<file path="config.mk">
export PLATFORM = sky130hd
export DESIGN_NAME = x16_prod_accu
export DESIGN_NICKNAME = d
export VERILOG_FILES = /design/src/rtl/x16_pkg.sv /design/src/rtl/x16_accu_add.sv /design/src/rtl/x16_prod_accu.sv
export SDC_FILE = /design/constraint.sdc
export NUM_CORES = 1
export LEC_CHECK = 0
export ABC_AREA = 1
export BUFFER_PORTS_ARGS = -buffer_cell sky130_fd_sc_hd__buf_2
export CAP_MARGIN = 20
export CORE_UTILIZATION = 58
export CTS_CLUSTER_SIZE = 14
export DETAILED_ROUTE_END_ITERATION = 7
export PLACE_DENSITY = 0.82
export SYNTH_ARGS = -nofsm -noshare
export SYNTH_HDL_FRONTEND = slang
export SYNTH_SLANG_ARGS = --single-unit
</file>
<file path="constraint.sdc">
create_clock -name clk -period 2.3 [get_ports clk]
set_input_delay 0.115 -clock clk [delete_from_list [all_inputs] [get_ports clk]]
set_output_delay 0.115 -clock clk [all_outputs]
set_load 0.005 [all_outputs]
</file>
<file path="src/rtl/x16_pkg.sv">
// Shared types and constants for the 16x16 product accumulator.
// Optional saturation is selected by the macro X16_PROD_ACCU_SAT_EN.
package x16_pkg;

   localparam int PROD_W    = 32;
   localparam int ACC_W_DEF = 36;
   localparam int LEN_W_DEF = 8;

   typedef enum logic [1:0] {
      IDLE  = 2'd0,
      ACCUM = 2'd1,
      DONE  = 2'd2
   } state_t;

endpackage

</file>
<file path="src/rtl/x16_accu_add.sv">
// Accumulator adder: acc + zero-extended product, wrapping by default or
// saturating to all ones with a carry flag when X16_PROD_ACCU_SAT_EN is defined.
module x16_accu_add
   import x16_pkg::*;
#(
   parameter int ACC_W = ACC_W_DEF
) (
   input  logic [ACC_W-1:0]  acc_i,
   input  logic [PROD_W-1:0] prod_i,
   output logic [ACC_W-1:0]  sum_o,
   output logic              ovf_o
);

   logic [ACC_W-1:0] prodExt;

   assign prodExt = {{(ACC_W-PROD_W){1'b0}}, prod_i};

`ifdef X16_PROD_ACCU_SAT_EN
   logic [ACC_W:0] fullSum;

   // Once saturated, acc is all ones, so every later add either carries again
   // or adds zero; the value therefore stays pinned for the rest of the run.
   assign fullSum = {1'b0, acc_i} + {1'b0, prodExt};
   assign ovf_o   = fullSum[ACC_W];
   assign sum_o   = fullSum[ACC_W] ? {ACC_W{1'b1}} : fullSum[ACC_W-1:0];
`else
   assign sum_o = acc_i + prodExt;
   assign ovf_o = 1'b0;
`endif

endmodule

</file>
<file path="src/rtl/x16_prod_accu.sv">
// Sums LEN products from a 16x16 multiplier and hands the total out with a
// valid/ready handshake. Saturation enabled by macro X16_PROD_ACCU_SAT_EN.
module x16_prod_accu
   import x16_pkg::*;
#(
   parameter int ACC_W = ACC_W_DEF,
   parameter int LEN_W = LEN_W_DEF
) (
   input  logic              clk,
   input  logic              rst_n,
   input  logic              start,
   input  logic [LEN_W-1:0]  len,
   input  logic              prod_valid,
   input  logic [PROD_W-1:0] prod,
   output logic              prod_ready,
   output logic              res_valid,
   output logic [ACC_W-1:0]  res,
   input  logic              res_ready,
   output logic              busy,
   output logic              ovf
);

   state_t           state_q, state_d;
   logic [ACC_W-1:0] acc_q, acc_d;
   logic [LEN_W-1:0] cnt_q, cnt_d;
   logic [LEN_W-1:0] len_q, len_d;
   logic             ovf_q, ovf_d;
   logic [ACC_W-1:0] addSum;
   logic             addOvf;

   x16_accu_add #(
      .ACC_W (ACC_W)
   ) u_add (
      .acc_i  (acc_q),
      .prod_i (prod),
      .sum_o  (addSum),
      .ovf_o  (addOvf)
   );

   always_ff @(posedge clk) begin
      if (!rst_n) begin
         state_q <= IDLE;
         acc_q   <= '0;
         cnt_q   <= '0;
         len_q   <= '0;
         ovf_q   <= 1'b0;
      end else begin
         state_q <= state_d;
         acc_q   <= acc_d;
         cnt_q   <= cnt_d;
         len_q   <= len_d;
         ovf_q   <= ovf_d;
      end
   end

   always_comb begin
      state_d = state_q;
      acc_d   = acc_q;
      cnt_d   = cnt_q;
      len_d   = len_q;
      ovf_d   = ovf_q;
      unique case (state_q)
         IDLE: begin
            if (start) begin
               len_d   = len;
               acc_d   = '0;
               cnt_d   = '0;
               ovf_d   = 1'b0;
               state_d = (len == '0) ? DONE : ACCUM;
            end
         end
         ACCUM: begin
            // len_q is nonzero here, so cnt never counts past len_q.
            if (prod_valid) begin
               acc_d = addSum;
               cnt_d = cnt_q + LEN_W'(1);
               ovf_d = ovf_q | addOvf;
               if (cnt_q == len_q - LEN_W'(1)) begin
                  state_d = DONE;
               end
            end
         end
         DONE: begin
            if (res_ready) begin
               state_d = IDLE;
            end
         end
         default: begin
            state_d = IDLE;
         end
      endcase
   end

   assign prod_ready = (state_q == ACCUM);
   assign res_valid  = (state_q == DONE);
   assign res        = (state_q == DONE) ? acc_q : '0;
   assign busy       = (state_q != IDLE);
   assign ovf        = ovf_q;

endmodule
</file>
After elaboration in Yosys (flattened, before gate mapping)
Cells that the tools add are included.
- input port bits: 45
- output and inout bits: 40
- register bits: 54
- word-level logic and storage cells: 34
- mux-type cells: 13
- eq/ne operators: 7
- $add $sub $neg: 3
- reduce and logical (&&, ||, !) cells: 7
- operators with widths (cell ; count):
    2-to-1 mux 36 bit ; 3
    one-hot mux 36 bit (2 select lines) ; 1
    adder 36 x 32 -> 36 bit ; 1
    2-to-1 mux 8 bit ; 2
    one-hot mux 8 bit (2 select lines) ; 1
    2-to-1 mux 2 bit ; 5
    adder 8 x 1 -> 8 bit (second input constant) ; 1
    == test 8 bit ; 1
    logical NOT 8 bit ; 1
    subtractor 8 x 1 -> 8 bit (second input constant) ; 1
    one-hot mux 2 bit (3 select lines) ; 1
    inequality test 2 x 1 -> 1 bit (second input constant) ; 2
    inequality test 2 bit (second input constant) ; 2
    AND reduction 4 bit ; 1
    nonzero test 2 bit ; 2
    AND reduction 3 bit ; 1
    == test 2 x 1 -> 1 bit (second input constant) ; 1
    == test 2 bit (second input constant) ; 1
    logical NOT 2 bit ; 1
    AND reduction 2 bit ; 1

Logic depth before layout (Yosys ltp)
Gate-level depths: netlist (run 1).
- depth after elaboration: 5
- mapped depth: 14
- gate-level depth less buffers: 14

By module
From an unflattened synthesis (run 1), not the netlist that was laid out.
- cell total of the unflattened synthesis: 908
- area, all modules: 5139.9 µm²
- modules (own cells, without submodules) (module ; cells an instance ; sequential area each (µm²) ; times used ; area each (µm²)):
    x16_prod_accu ; 415 ; 1101.1 ; 1 ; 2687.6
    x16_accu_add ; 493 ; 0.0 ; 1 ; 2452.4

Worst setup path before layout (run 1)
OpenSTA, ideal clock, no wires.
- kind: register to register
- start: register acc_q[0]
- end: register acc_q[24]
- required time: 2230 ps
- cell stages (with the launch flop): 14
- path buffers: 0
- arrival time: 1712 ps
- library setup time: 70 ps
- path slack: 518 ps
- period minus slack after synthesis: 1782 ps
- path through: dfxtp_1 > ha_1 > fa_1 > nand3_1 > nand3_1 > nand2_1 > nand2_1 > nand2_1 > nand2_2 > nand2_1 > nand2_1 > nand2_1 > nand3_1 > a21oi_1
- cells in the longest elaborated chain, start to end: 3
- ends and longest elaborated chain (what ; line ; source):
    from (decl) ; x16_prod_accu.sv:24 ; logic [ACC_W-1:0] acc_q, acc_d;
    from (signal assigned) ; x16_prod_accu.sv:43 ; acc_q <= '0;
    from (signal assigned) ; x16_prod_accu.sv:49 ; acc_q <= acc_d;
    adder 36 x 32 -> 36 bit ; x16_accu_add.sv:27 ; assign sum_o = acc_i + prodExt;
    2-to-1 mux 36 bit ; x16_prod_accu.sv:74 ; if (prod_valid) begin
    one-hot mux 36 bit (2 select lines) ; x16_prod_accu.sv:62 ; unique case (state_q)
No other way between the ends. The select of a mux whose other input is x is not followed.
A chain may end at the register's enable or synchronous reset.

Final worst setup path (run 1)
Ends and elaborated chain as after synthesis.

==> results, run 1 <==
- For this run, asynchronously set or reset flops after synthesis account for 0%.
- The synthesized design devotes to its leading area cell type 22.6% of total area.
- The sum of net half-perimeters after detailed placement is between 10 and 15 mm.
- The pin count of the biggest net entering global routing is 32.
- The fraction of the core area covered by cells at the end of the flow is around two thirds.
- The core region is slightly below 9000 sq um.
- The cell with the most instances on the worst path is sky130_fd_sc_hd__nand2_1.
- The maximum single-stage delay on the critical path is about 0.38 ns.
- The critical path runs through a total of 13 cells.
- Setup repair after global routing left no endpoint under its margin.
- Setup violations remaining at the end of the flow were counted as 0.
- The library cell used most frequently in the layout, excluding fill and tap cells, is sky130_fd_sc_hd__nand2_1.
- The worst setup path is launched from a flip-flop.
- The beginning of the critical path is acc_q[0].
- The library cells used most frequently in the layout, excluding fill and tap cells, are sky130_fd_sc_hd__nand2_1 (315), sky130_fd_sc_hd__inv_1 (183), sky130_fd_sc_hd__nor2_1 (97).
- The synthesized net count is 1032.
- The max-cap violation count is 0.
- The number of antenna cells inserted is 0.
- Summed over all nets, the switching power comes to roughly 1.2 mW.
- Broken down by cell family, the worst path's largest delay share belongs to simple AND/OR/NAND/NOR gates.
- The signed area change from the synthesized netlist to the final layout is 12.0%.
- The synthesized netlist occupies a cell area of ~5200 sq um.
- The net switching fraction of the power is 42.6%.
- The net count of the finished layout is about 1100.
- Measured against its own limit, the worst slew margin works out to between 60% and 70%.
- The total instance count after detailed placement is around 1100.
- Sorting the synthesized cells by area gives the leading types as sky130_fd_sc_hd__nand2_1 (23%), sky130_fd_sc_hd__dfxtp_1 (21%), sky130_fd_sc_hd__inv_1 (13%), sky130_fd_sc_hd__ha_1 (8.1%), sky130_fd_sc_hd__a21oi_1 (7.6%).
- The clock net sink count is between 50 and 60.
- The maximum clock rate is around 0.49 GHz.
- The worst register-to-register path ends at acc_q[24].
- For this block, the routed nets add up to approximately 14 mm of wire.
- The type of destination of the critical path is a flip-flop.
- The leading register cell type out of synthesis is sky130_fd_sc_hd__dfxtp_1.
- The slowest stage of the critical path is the sky130_fd_sc_hd__fa_2 cell.
- The worst endpoint required time is around 2.6 ns.
- The internal power of the cells is ~1.6 mW.
- In this run the horizontal extent of the chip is a little under 100 um.
- Post-CTS timing repair inserted 0 buffers for setup.
- The post-placement cell area is 5760 sq um.
- The count of input and output buffers is 83.
- The final worst slack is about 0.25 ns.
- The clock network is responsible for between 20% and 30% of the overall power.
- The post-synthesis cell type with the largest combined area is sky130_fd_sc_hd__nand2_1.
- The number of cells in the finished layout apart from fillers is about 1100.
- The tightest min-delay check is of the in2reg type.
- The count of unresolved DRC violations after routing is 0.
- After routing the design area is a little under 6000 sq um.
- Synthesis produced between 900 and 1000 cells.
- The share of the clock period used by the worst path after layout is between 80% and 90%.
- After the first detailed-routing iteration, the DRC count stood at 267.
- The number of I/O pins is 85.
- In this run the remaining antenna-violating nets after routing total 0.
- The number of flops mapped to enable cells by yosys is 0.
- The critical path goes through ha_1 > fa_2 > nand3_1 > nand3_1 > nand2_1 > nand2_1 > nand2_1 > nand2_2 > nand2_1 > nand2_1 > nand2_1 > nand3_1 > a21oi_1.
- The routed design uses 6.21 mm of met2 wire.
- The share of total power dissipated in sequential elements is between 30% and 40%.
- Of the cells placed in the final design, the portion with a size suffix greater than 1 is a little over an eighth.
- The total global routing track utilization is between 20% and 30%.
- The top layer reached by signal wires is met4.
- In this run the power density over the cells is about 480 nW/um^2.
- Clock-pin slew was measured on the worst setup and hold paths at approximately 0.12 ns.
- Together, buffers and inverters on the worst path number 0.
- The number of iterations in the first detailed-routing pass is 5.
- For the worst setup path, the data arrival time is approximately 2.3 ns.
- The via density per instance is between 5 and 6.
- The number of pins with negative max-slew slack in the final report came to 0.
- The hold path depth is 3.
- The worst-skew pair later-pin latency is between 0.3 and 0.4 ns.
- In this run the critical register-to-register path is launched from acc_q[0].
- On the final layout, the worst clock skew is slightly below 0.009 ns.
- The initial utilization of the core area, before any placement, comes to between 50% and 60%.
- In this run the worst path has a maximum fanout of 5.
- The number of failing hold endpoints at the final stage is 0.
- The number of vias after detailed routing is between 5000 and 6000.
- In this run the clock root is driven by a sky130_fd_sc_hd__clkbuf_8.
- The worst setup path endpoint is acc_q[24].
- The worst setup slack after placement is 0.253 ns.
- For this block, wires on met1 add up to approximately 6.5 mm.
- The initial antenna violation count was 0.
- The count of different cell masters after synthesis is 37.
- The die is between 90 and 100 um tall.
- The fraction of power consumed by combinational cells is between 40% and 50%.
- The floorplan step defined a die boundary enclosing 9400 sq um.
- The total CTS buffers is 5.
- The actual slew at the worst max-slew pin is 0.510 ns.
- The cell leakage power is roughly 3.2 nW.
- By startpoint and endpoint, the worst setup path is classified as reg2reg.
- The logic depth of the worst register-to-register path is 13.
- The congestion estimate from routability-driven global placement came to around 1.
- The wire length on met3 is ~810 um.
- The hold-fix buffer count after cts is 0.
- Averaged over all synthesized cells, the footprint is ~5.5 sq um.
- The startpoint identified for the worst hold timing path is len[5].
- The via count of the first global-routing pass is just over 5000.
- The deepest clock path buffer count is 2.
- The summed negative setup slack over all endpoints is 0 ns.
- The flip-flop and latch count after synthesis is 54.
- The first global-routing pass estimated approximately 23 mm of wire.
- The routed length per instance is ~12 um.
- For this run the aggregate overflow at the end of global routing stands at 0.
- The floorplan has 34 rows.
- The fraction of the yosys area taken by sequential cells is between 20 and 25%.
- The count of yosys warnings during synthesis is 0.
- The register-to-register setup slack is ~0.25 ns.
- The flow ran to the end, and the final reports show no timing, DRC or antenna violations.
- The maximum resistive drop on vdd is 0.000368 V.
- The clock tree from TritonCTS is done.
- The clock period could shrink to roughly 2.1 ns.
- CTS built an H-tree with a depth of 2.
[power by group through the flow]
stage	clock, mW	combinational (mW)	sequential [mW]
3_5_place_dp	0	1.15	1.10
2_1_floorplan	0	0.859	1.08
3_3_place_gp	0	1.14	1.09
6_report	0.606	1.16	1.07
5_1_grt	0.650	1.32	1.09
4_1_cts	0.621	1.15	1.07
[per-stage QoR]
| stage | power, mW | hold slack, ns |
|---|---|---|
| after floorplan | 1.94 | 0.253 |
| after global placement | 2.23 | 0.390 |
| after detailed placement | 2.24 | 0.391 |
| after CTS | 2.85 | 0.0451 |
| after global routing | 3.05 | 0.0838 |
| final | 2.84 | 0.0479 |
[registers in the layout, indices dropped and copies added (netlist names)]
signal   cells
len_q        8
cnt_q        8
state_q      2
acc_q       36
[routing by layer]
metal | up-vias | global-route usage, %
met3 | 22 | 3.54
met4 | 0 | 7.92
met2 | 167 | 50.3
met5 | - | 0
li1 | 3082 | -
met1 | 2522 | 39.5
[cells in the mapped netlist, drive strengths merged (2+ instances only)]
| cell type | number |
|---|---|
| buf | 8 |
| o21a | 2 |
| nor3 | 16 |
| clkbuf | 8 |
| nor2 | 105 |
| nand3b | 4 |
| inv | 190 |
| nand4 | 6 |
| and2 | 5 |
| o21ai | 33 |
| xnor2 | 4 |
| nor4 | 2 |
| nand2 | 326 |
| nand3 | 63 |
| ha | 34 |
| o21bai | 2 |
| dfxtp | 54 |
| or2 | 4 |
| a21oi | 80 |
[tightest hold or removal path: stages]
cell	delay [ns]
sky130_fd_sc_hd__buf_2	0.08
sky130_fd_sc_hd__o21ai_0	0.07
sky130_fd_sc_hd__nor2_1	0.08
[cells by family (layout without fill, tap and decap cells)]
family / after synthesis / count (layout) / share of synthesized area, %
compound gates: 118 / 118 / 11.6
xor+xnor: 5 / 5 / 0.837
fa+ha+maj: 35 / 35 / 8.51
buf+inv: 207 / 289 / 15.1
flops: 54 / 54 / 20.7
other cells: 1 / 1 / 0.0717
simple gates: 532 / 532 / 43.2
[layout make-up]
class | instances | area, sq um
Sequential cell | 54 | 1080
Fill cell | 891 | 2860
Multi-Input combinational cell | 691 | 3360
Timing Repair Buffer | 90 | 468
Clock inverter | 3 | 26.3
Clock buffer | 5 | 68.8
Tap cell | 108 | 135
Inverter | 191 | 717
[repair_timing]
item / 4_1_cts / 5_1_grt
setup endpoints to repair: 0 / 1
endpoints found under the hold margin: 0 / 0
resized for setup: 0 / 1
[worst min-delay path by stage]
stage                     endpoint
final                     len_q[5]
after global routing      len_q[6]
after CTS                 len_q[5]
after detailed placement  len_q[5]
after global placement    len_q[5]
after floorplan           len_q[0]
(Power assumes the default switching activity.)
==> run 2: changes to the inputs <==
--- a/config.mk
+++ b/config.mk
@@ -11,6 +11,7 @@
 export CORE_UTILIZATION = 58
 export CTS_CLUSTER_SIZE = 14
 export DETAILED_ROUTE_END_ITERATION = 7
+export GPL_TIMING_DRIVEN = 0
 export PLACE_DENSITY = 0.82
 export SYNTH_ARGS = -nofsm -noshare
 export SYNTH_HDL_FRONTEND = slang
==> constraint.sdc (replaced) <==
create_clock -name clk -period 1.9 [get_ports clk]
set_input_delay 0.095 -clock clk [delete_from_list [all_inputs] [get_ports clk]]
set_output_delay 0.095 -clock clk [all_outputs]
set_load 0.005 [all_outputs]
==> run 2 against run 1 <==
  * Sequential power up 23%
  * Utilization up 7.7 points
  * Non-clock buffer count up 22
  * Sequential cell count unchanged
  * First-iteration DRC count up 1.9%
  * Hold slack worse by 0.025 ns
  * Clock-buffer cell count unchanged
  * Register-to-register slack worse by 0.24 ns
  * Clock power up 23%
  * Wire length up 3.3%
  * Critical endpoint unchanged
  * Largest power group unchanged
==> results, run 2 (synthesis gave the netlist of run 1 again) <==
- The number of failing hold endpoints at the final stage is 0 (unchanged).
- The summed negative setup slack over all endpoints came to 0 ns (unchanged).
- The flow ran to the end, and the final reports show no timing, DRC or antenna violations.
- The final critical delay including setup and external delays is 1.89 ns (-0.162 ns).
- The register with the most flip-flops in the final layout is acc_q.
- The weighted congestion reported at the end of routability-driven placement is 1.00 (+0.44%).
- The routed length per instance is 12.3 um (+1.4%).
- The via density per instance was 5.12 (+0.99%).
- The worst setup path endpoint is acc_q[24].
- The sum of net half-perimeters after detailed placement is 10.8 mm (-2.8%).
- The worst clock skew on the final layout is 0.0149 ns (+0.00608 ns).
- The library cells used most frequently in the layout, excluding fill and tap cells, are sky130_fd_sc_hd__nand2_1 (290), sky130_fd_sc_hd__inv_1 (183), sky130_fd_sc_hd__buf_2 (89).
- The category of the worst setup path launch point is a flip-flop.
- The largest registers in the layout are acc_q x36, cnt_q x8, len_q x8.
- The maximum resistive drop on vdd is 0.000367 V (-0.43%).
- The DRC violation total after the first TritonRoute iteration was 272 (+1.9%).
- The total instance count after detailed placement was 1143 (+0.79%).
- The vertical extent of the die came to 97.0 um (unchanged).
- The area of the die came to 9400 sq um (unchanged).
- The share of the clock period used by the worst path after layout is 99.4% (+10 points).
- The net count of the finished layout came to 1135 (+2.0%).
- The overall die width is 97.0 um (unchanged).
- The register-to-register setup slack came to 0.01 ns (-0.24 ns).
- The type of destination of the critical path is a flip-flop.
- The number of iterations in the first detailed-routing pass was 5 (unchanged).
- The area of the core region is 8720 sq um (unchanged).
- The layout cell share with drive strength beyond 1 was 23.0% (+9.9 points).
- The final-layout worst hold slack is 0.0225 ns (-0.0254 ns).
- The count of input and output buffers is 83 (unchanged).
- The via count of the first global-routing pass is 5144 (+1.5%).
- The worst register-to-register path begins at acc_q[0].
- The worst-skew pair later-pin latency was 0.33 ns (about the same).
- The number of antenna cells inserted is 0 (unchanged).
- The global-route congestion overflow total is 0 (unchanged).
- The final worst slack is 0.0108 ns (-0.238 ns).
- The critical path's slowest cell is sky130_fd_sc_hd__fa_2.
- The cell leakage power is 3.32 nW (+4.2%).
- The hold path depth was 3 (unchanged).
- The worst endpoint required time is 2.15 ns (-0.41 ns).
- The initial antenna violation count was 0 (unchanged).
- The number of rows in the core area is 34 (unchanged).
- In this run the worst setup path begins at acc_q[0].
- The peak fanout along the critical path is 4 (-1).
- The clock-pin slew reported for the worst setup and hold paths after clock tree synthesis is 0.12 ns (about the same).
- The CTS H-tree depth is 2 (unchanged).
- The total CTS buffers is 5 (unchanged).
- The total non-filler cell area in the finished layout came to 6530 sq um (+11%).
- The power per cell area is 566 nW/um^2 (+17%).
- The total global routing track utilization is 28.7% (-0.89 points).
- The maximum single-stage delay on the critical path is 0.38 ns (about the same).
- The max-cap violation count is 0 (unchanged).
- The number of cells in the finished layout apart from fillers was 1164 (+1.9%).
- The worst setup slack after placement is -0.225 ns (-0.479 ns).
- By startpoint and endpoint, the worst setup path is classified as reg2reg.
- The cell chosen for the clock root is sky130_fd_sc_hd__clkbuf_8.
- The number of I/O pins is 85 (unchanged).
- Setup repair after global routing could not meet its margin everywhere.
- The number of pins with negative max-slew slack in the final report is 0 (unchanged).
- The deepest clock path buffer count is 2 (unchanged).
- The post-placement cell area is 5780 sq um (+0.33%).
- The sum of internal, switching and leakage power was 3.69 mW (+30%).
- The pin count of the biggest net entering global routing was 20 (-38%).
- The logic depth of the worst register-to-register path is 13 (unchanged).
- The number of flip-flops under the largest register name is 36 (unchanged).
- Counting stages on the worst path, the most repeated cell is sky130_fd_sc_hd__nand2_2.
- The count of final setup violators is 0 (unchanged).
- The clock tree from TritonCTS is done.
- The endpoint arrival time on the critical path came to 2.14 ns (-0.17 ns).
- The critical path goes through ha_4 > fa_2 > nand3_2 > nand3_4 > nand2_2 > nand2_2 > nand2_2 > nand2_4 > nand2_2 > nand2_1 > nand2_1 > nand3_1 > a21oi_1.
- The headroom to the max-slew limit was 62.9% (-3.1 points).
- The hold-fix buffer count after cts is 0 (unchanged).
- The count of nets left with antenna violations after detail routing is 0 (unchanged).
- The signed area change from the synthesized netlist to the final layout is 24.8%.
- The maximum clock rate is 0.529 GHz (+8.6%).
- The count of unresolved DRC violations after routing is 0 (unchanged).
- The first-pass GRT wire length is 22.6 mm (-1.7%).
- The clock net sink count is 54 (unchanged).
- The post-detailed-routing wire length is 14.3 mm (+3.3%).
- The commonest non-fill, non-tap cell in the layout is sky130_fd_sc_hd__nand2_1.
- The kind of path behind the tightest hold check is in2reg.
- The number of vias after detailed routing is 5963 (+2.9%).
- The initial core utilization is 60.0% (unchanged).
- The fraction of the core area covered by cells at the end of the flow is 74.9% (+7.7 points).
- The endpoint identified for the worst register-to-register timing path is acc_q[24].
- The actual slew at the worst max-slew pin was 0.557 ns (+0.0467 ns).
## run 2: per-layer routing
layer,vias to the layer above,wire length (um),GRT usage [%]
met1,2601,6360,38.0
met4,0,311,8.15
li1,3145,-,-
met3,27,873,2.89
met2,190,6740,49.4
met5,-,0,0
## run 2: report_power, final
part           leakage [nW]  total, mW  internal (mW)  switching [mW]
combinational          2.83       1.63          0.617            1.01
sequential            0.446       1.32           1.23          0.0964
clock                0.0506      0.743          0.278           0.465
total                  3.32       3.69           2.12            1.57
## run 2: worst min-delay path by stage
| stage | endpoint | start | slack, ns |
|---|---|---|---|
| final | len_q[1] | rst_n | 0.02 |
| after global placement | len_q[5] | len[5] | 0.37 |
| after floorplan | len_q[0] | rst_n | 0.23 |
| after CTS | len_q[1] | rst_n | 0.02 |
| after detailed placement | len_q[5] | len[5] | 0.37 |
| after global routing | len_q[1] | rst_n | 0.05 |
## run 2: what timing repair did
| item | 4_1_cts | 5_1_grt |
|---|---|---|
| buffers inserted | 6 | 7 |
| gates resized for setup | 19 | 100 |
| cloned | 0 | 0 |
| pin swaps | 6 | 18 |
| setup endpoints to repair | 15 | 38 |
## run 2: critical path, delay by kind of cell (launching register included)
family / cells / cell delay (ns)
and+or+nand+nor: 10 / 0.78
adders and majority gates: 2 / 0.54
AOI/OAI and AO/OA: 1 / 0.14
DFF: 1 / 0.35
## run 2: area by class of cell
type                    instances  area, sq um
multi-input cells             691         3890
fillers                       776         2190
flip-flops and latches         54         1100
inverters                     191          717
repair buffers                 96          513
well taps                     108          135
plain buffers                  16         72.6
clock buffers                   5         68.8
clock inverters                 3         28.8
==> run 3: changes to the inputs <==
--- a/config.mk
+++ b/config.mk
@@ -8,11 +8,11 @@
 export ABC_AREA = 1
 export BUFFER_PORTS_ARGS = -buffer_cell sky130_fd_sc_hd__buf_2
 export CAP_MARGIN = 20
-export CORE_UTILIZATION = 58
+export CORE_UTILIZATION = 63
 export CTS_CLUSTER_SIZE = 14
 export DETAILED_ROUTE_END_ITERATION = 7
 export GPL_TIMING_DRIVEN = 0
-export PLACE_DENSITY = 0.82
+export PLACE_DENSITY = 0.88
 export SYNTH_ARGS = -nofsm -noshare
 export SYNTH_HDL_FRONTEND = slang
 export SYNTH_SLANG_ARGS = --single-unit
==> constraint.sdc (replaced) <==
create_clock -name clk -period 2.45 [get_ports clk]
set_input_delay 0.1225 -clock clk [delete_from_list [all_inputs] [get_ports clk]]
set_output_delay 0.1225 -clock clk [all_outputs]
set_load 0.005 [all_outputs]
==> run 3 against run 2 <==
  * Clock-buffer cell count unchanged
  * Worst setup slack better by 0.24 ns
  * Clock power down 24%
  * Critical path depth unchanged
  * Design area down 10%
  * Fmax down 14%
  * Final cell count down 1.6%
  * Clock skew down 0.0065 ns
  * Sequential cell count unchanged
  * Die area down 7.8%
  * Critical path type unchanged
  * Largest cell class unchanged
  * Highest routed layer unchanged
==> results, run 3 (synthesis gave the netlist of run 1 again) <==
- The maximum resistive drop on vdd was 0.000321 V (-13%).
- The via density per instance is 5.07 (-1.1%).
- The global-route congestion overflow total is 0 (unchanged).
- The kind of cell with the highest combined delay along the critical path is simple AND/OR/NAND/NOR gates.
- The net switching power is 1.14 mW (-27%).
- The critical path's slowest cell is sky130_fd_sc_hd__fa_1.
- The area of the die is 8670 sq um (-7.8%).
- The buffers plus inverters on the worst setup path came to 0 (unchanged).
- The via count of the first global-routing pass is 5125 (-0.37%).
- The flow ran to the end, and the final reports show no timing, DRC or antenna violations.
- The number of vias after detailed routing was 5800 (-2.7%).
- The number of I/O pins came to 85 (unchanged).
- The routed length per instance came to 11.9 um (-2.8%).
- The number of flip-flops under the largest register name is 36 (unchanged).
- Counting stages on the worst path, the most repeated cell is sky130_fd_sc_hd__nand2_1.
- The count of nets left with antenna violations after detail routing is 0 (unchanged).
- The count of final setup violators is 0 (unchanged).
- The number of failing hold endpoints at the final stage is 0 (unchanged).
- The count of input and output buffers was 83 (unchanged).
- The post-cts sizing count was 0 (-19).
- The cell leakage power came to 3.20 nW (-3.7%).
- The actual slew at the worst max-slew pin is 0.636 ns (+0.0790 ns).
- The largest registers in the layout are acc_q x36, cnt_q x8, len_q x8.
- The summed negative setup slack over all endpoints is 0 ns (unchanged).
- The CTS H-tree depth is 2 (unchanged).
- In the layout the commonest cells are sky130_fd_sc_hd__nand2_1 (315), sky130_fd_sc_hd__inv_1 (183), sky130_fd_sc_hd__nor2_1 (97).
- The total instance count after detailed placement is 1137 (-0.52%).
- The clock-pin slew reported for the worst setup and hold paths after clock tree synthesis was 0.12 ns (about the same).
- The internal power of the cells is 1.53 mW (-28%).
- The category of the worst setup path launch point is a flip-flop.
- The buffers inserted during post-CTS setup optimization is 0 (-6).
- The number of antenna cells inserted came to 0 (unchanged).
- The clock network fraction of design power is 21.3% (+1.2 points).
- The area of the core region is 7890 sq um (-9.6%).
- The number of rows in the core area is 32 (-5.9%).
- The layout cell share with drive strength beyond 1 is 12.9% (-10 points).
- The endpoint arrival time on the critical path came to 2.45 ns (+0.31 ns).
- In this run the clock root is driven by a sky130_fd_sc_hd__clkbuf_8.
- The headroom to the max-slew limit is 57.6% (-5.3 points).
- The worst setup path is captured at a flip-flop.
- The net switching fraction of the power is 42.7% (+0.20 points).
- The post-detailed-routing wire length is 13.7 mm (-4.3%).
- Setup repair after global routing left no endpoint under its margin.
- The vertical extent of the die is 93.1 um (-4.0%).
- The maximum single-stage delay on the critical path is 0.44 ns (+0.06 ns).
- The maximum clock rate is 0.454 GHz (-14%).
- The hold path depth was 3 (unchanged).
- The worst-skew pair later-pin latency is 0.32 ns (about the same).
- The number of cells in the finished layout apart from fillers is 1145 (-1.6%).
- The clock net sink count is 54 (unchanged).
- The overall die width is 93.1 um (-4.0%).
- The max-cap violation count is 0 (unchanged).
- The deepest clock path buffer count is 2 (unchanged).
- The worst setup path is of the reg2reg kind.
- The portion of total power attributed to sequential cells is 37.8% (+1.9 points).
- The power per cell area is 455 nW/um^2 (-20%).
- The hold-fix buffer count after cts is 0 (unchanged).
- The total global routing track utilization came to 32.7% (+4.0 points).
- The number of iterations in the first detailed-routing pass is 7 (+2).
- The worst endpoint required time is 2.70 ns (+0.55 ns).
- The top register by number of flip-flops is acc_q.
- The initial antenna violation count is 0 (unchanged).
- The worst clock skew on the final layout is 0.00839 ns (-0.00654 ns).
- The number of pins with negative max-slew slack in the final report came to 0 (unchanged).
- The weighted congestion reported at the end of routability-driven placement came to 0.945 (-5.5%).
- The path length in cells of the critical path is 13 (unchanged).
- The sum of net half-perimeters after detailed placement is 11.1 mm (+2.7%).
- The fraction of power consumed by combinational cells was 40.9% (-3.1 points).
- The DRC violation total after the first TritonRoute iteration was 298 (+9.6%).
- The first-pass GRT wire length is 22.8 mm (+1.2%).
- The final critical delay including setup and external delays was 2.20 ns (+0.314 ns).
- The logic depth of the worst register-to-register path is 13 (unchanged).
- The peak fanout along the critical path came to 5 (+1).
- The path class of the tightest hold or removal check is in2reg.
- The pin count of the biggest net entering global routing is 20 (unchanged).
- The signed area change from the synthesized netlist to the final layout is 12.2%.
- The total CTS buffers is 5 (unchanged).
- The count of unresolved DRC violations after routing is 0 (unchanged).
- The share of the clock period used by the worst path after layout is 89.9% (-9.5 points).
- The net count of the finished layout is 1122 (-1.1%).
- TritonCTS built the clock tree.
- Walking the worst path, the cells encountered are ha_1 > fa_1 > nand3_1 > nand3_1 > nand2_1 > nand2_1 > nand2_1 > nand2_2 > nand2_1 > nand2_1 > nand2_1 > nand3_1 > a21oi_1.
- The library cell used most frequently in the layout, excluding fill and tap cells, is sky130_fd_sc_hd__nand2_1.
- The initial core utilization is 66.3% (+6.3 points).
run 3: cell count changes in the layout (fill, tap and decap cells not counted), moves of 12 or more:
| cell | before | now |
|---|---|---|
| sky130_fd_sc_hd__nand2_2 | 30 | 9 |
| sky130_fd_sc_hd__dfxtp_1 | 39 | 54 |
| sky130_fd_sc_hd__nor2_2 | 18 | 6 |
| sky130_fd_sc_hd__nor2_1 | 82 | 97 |
| sky130_fd_sc_hd__ha_1 | 8 | 34 |
| sky130_fd_sc_hd__dfxtp_2 | 15 | 0 |
| sky130_fd_sc_hd__ha_4 | 25 | 0 |
| sky130_fd_sc_hd__buf_4 | 14 | 1 |
| sky130_fd_sc_hd__nand2_1 | 290 | 315 |
run 3: area by class of cell:
class | count | area, sq um
Buffer | 16 | 71.3
Clock buffer | 5 | 68.8
Clock inverter | 3 | 26.3
Fill cell | 775 | 2020
Inverter | 191 | 717
Multi-Input combinational cell | 691 | 3360
Sequential cell | 54 | 1080
Tap cell | 102 | 128
Timing Repair Buffer | 83 | 415
run 3: metrics by stage:
step / util, % / setup slack (ns) / power (mW) / hold slack, ns / area, sq um
after global routing: 74.4 / 0.0986 / 2.87 / 0.0682 / 5870
after CTS: 74.4 / 0.274 / 2.67 / 0.0516 / 5870
final: 74.4 / 0.247 / 2.67 / 0.0575 / 5870
after global placement: 73.2 / 0.359 / 2.08 / 0.390 / 5770
after floorplan: - / 0.668 / 1.82 / 0.261 / 5230
after detailed placement: 73.2 / 0.302 / 2.10 / 0.403 / 5770
run 3: power groups by stage:
stage          clock [mW]  sequential, mW  combinational, mW
2_1_floorplan           0            1.02              0.806
3_5_place_dp            0            1.03               1.07
3_3_place_gp            0            1.03               1.05
6_report            0.568            1.01               1.09
5_1_grt             0.607            1.02               1.24
4_1_cts             0.580            1.01               1.08
run 3: final timing paths:
kind,from,to,slack (ns)
max,acc_q[0],acc_q[24],0.25
min,rst_n,len_q[1],0.06
max reg2reg,acc_q[0],acc_q[24],0.25
min reg2reg,len_q[1],len_q[1],0.49
run 3: worst min-delay path: stages:
cell	delay (ns)
sky130_fd_sc_hd__buf_2	0.12
sky130_fd_sc_hd__o21ai_0	0.06
sky130_fd_sc_hd__a21oi_1	0.04
run 3: per-layer routing:
layer  vias to the layer above  track usage (%)  part of all wire, %
met4                         0             9.10                  2.2
li1                       3099                -                    -
met2                       178             56.4                   45
met3                        25             3.41                  5.7
met5                         -                0                    0
met1                      2498             43.0                   47
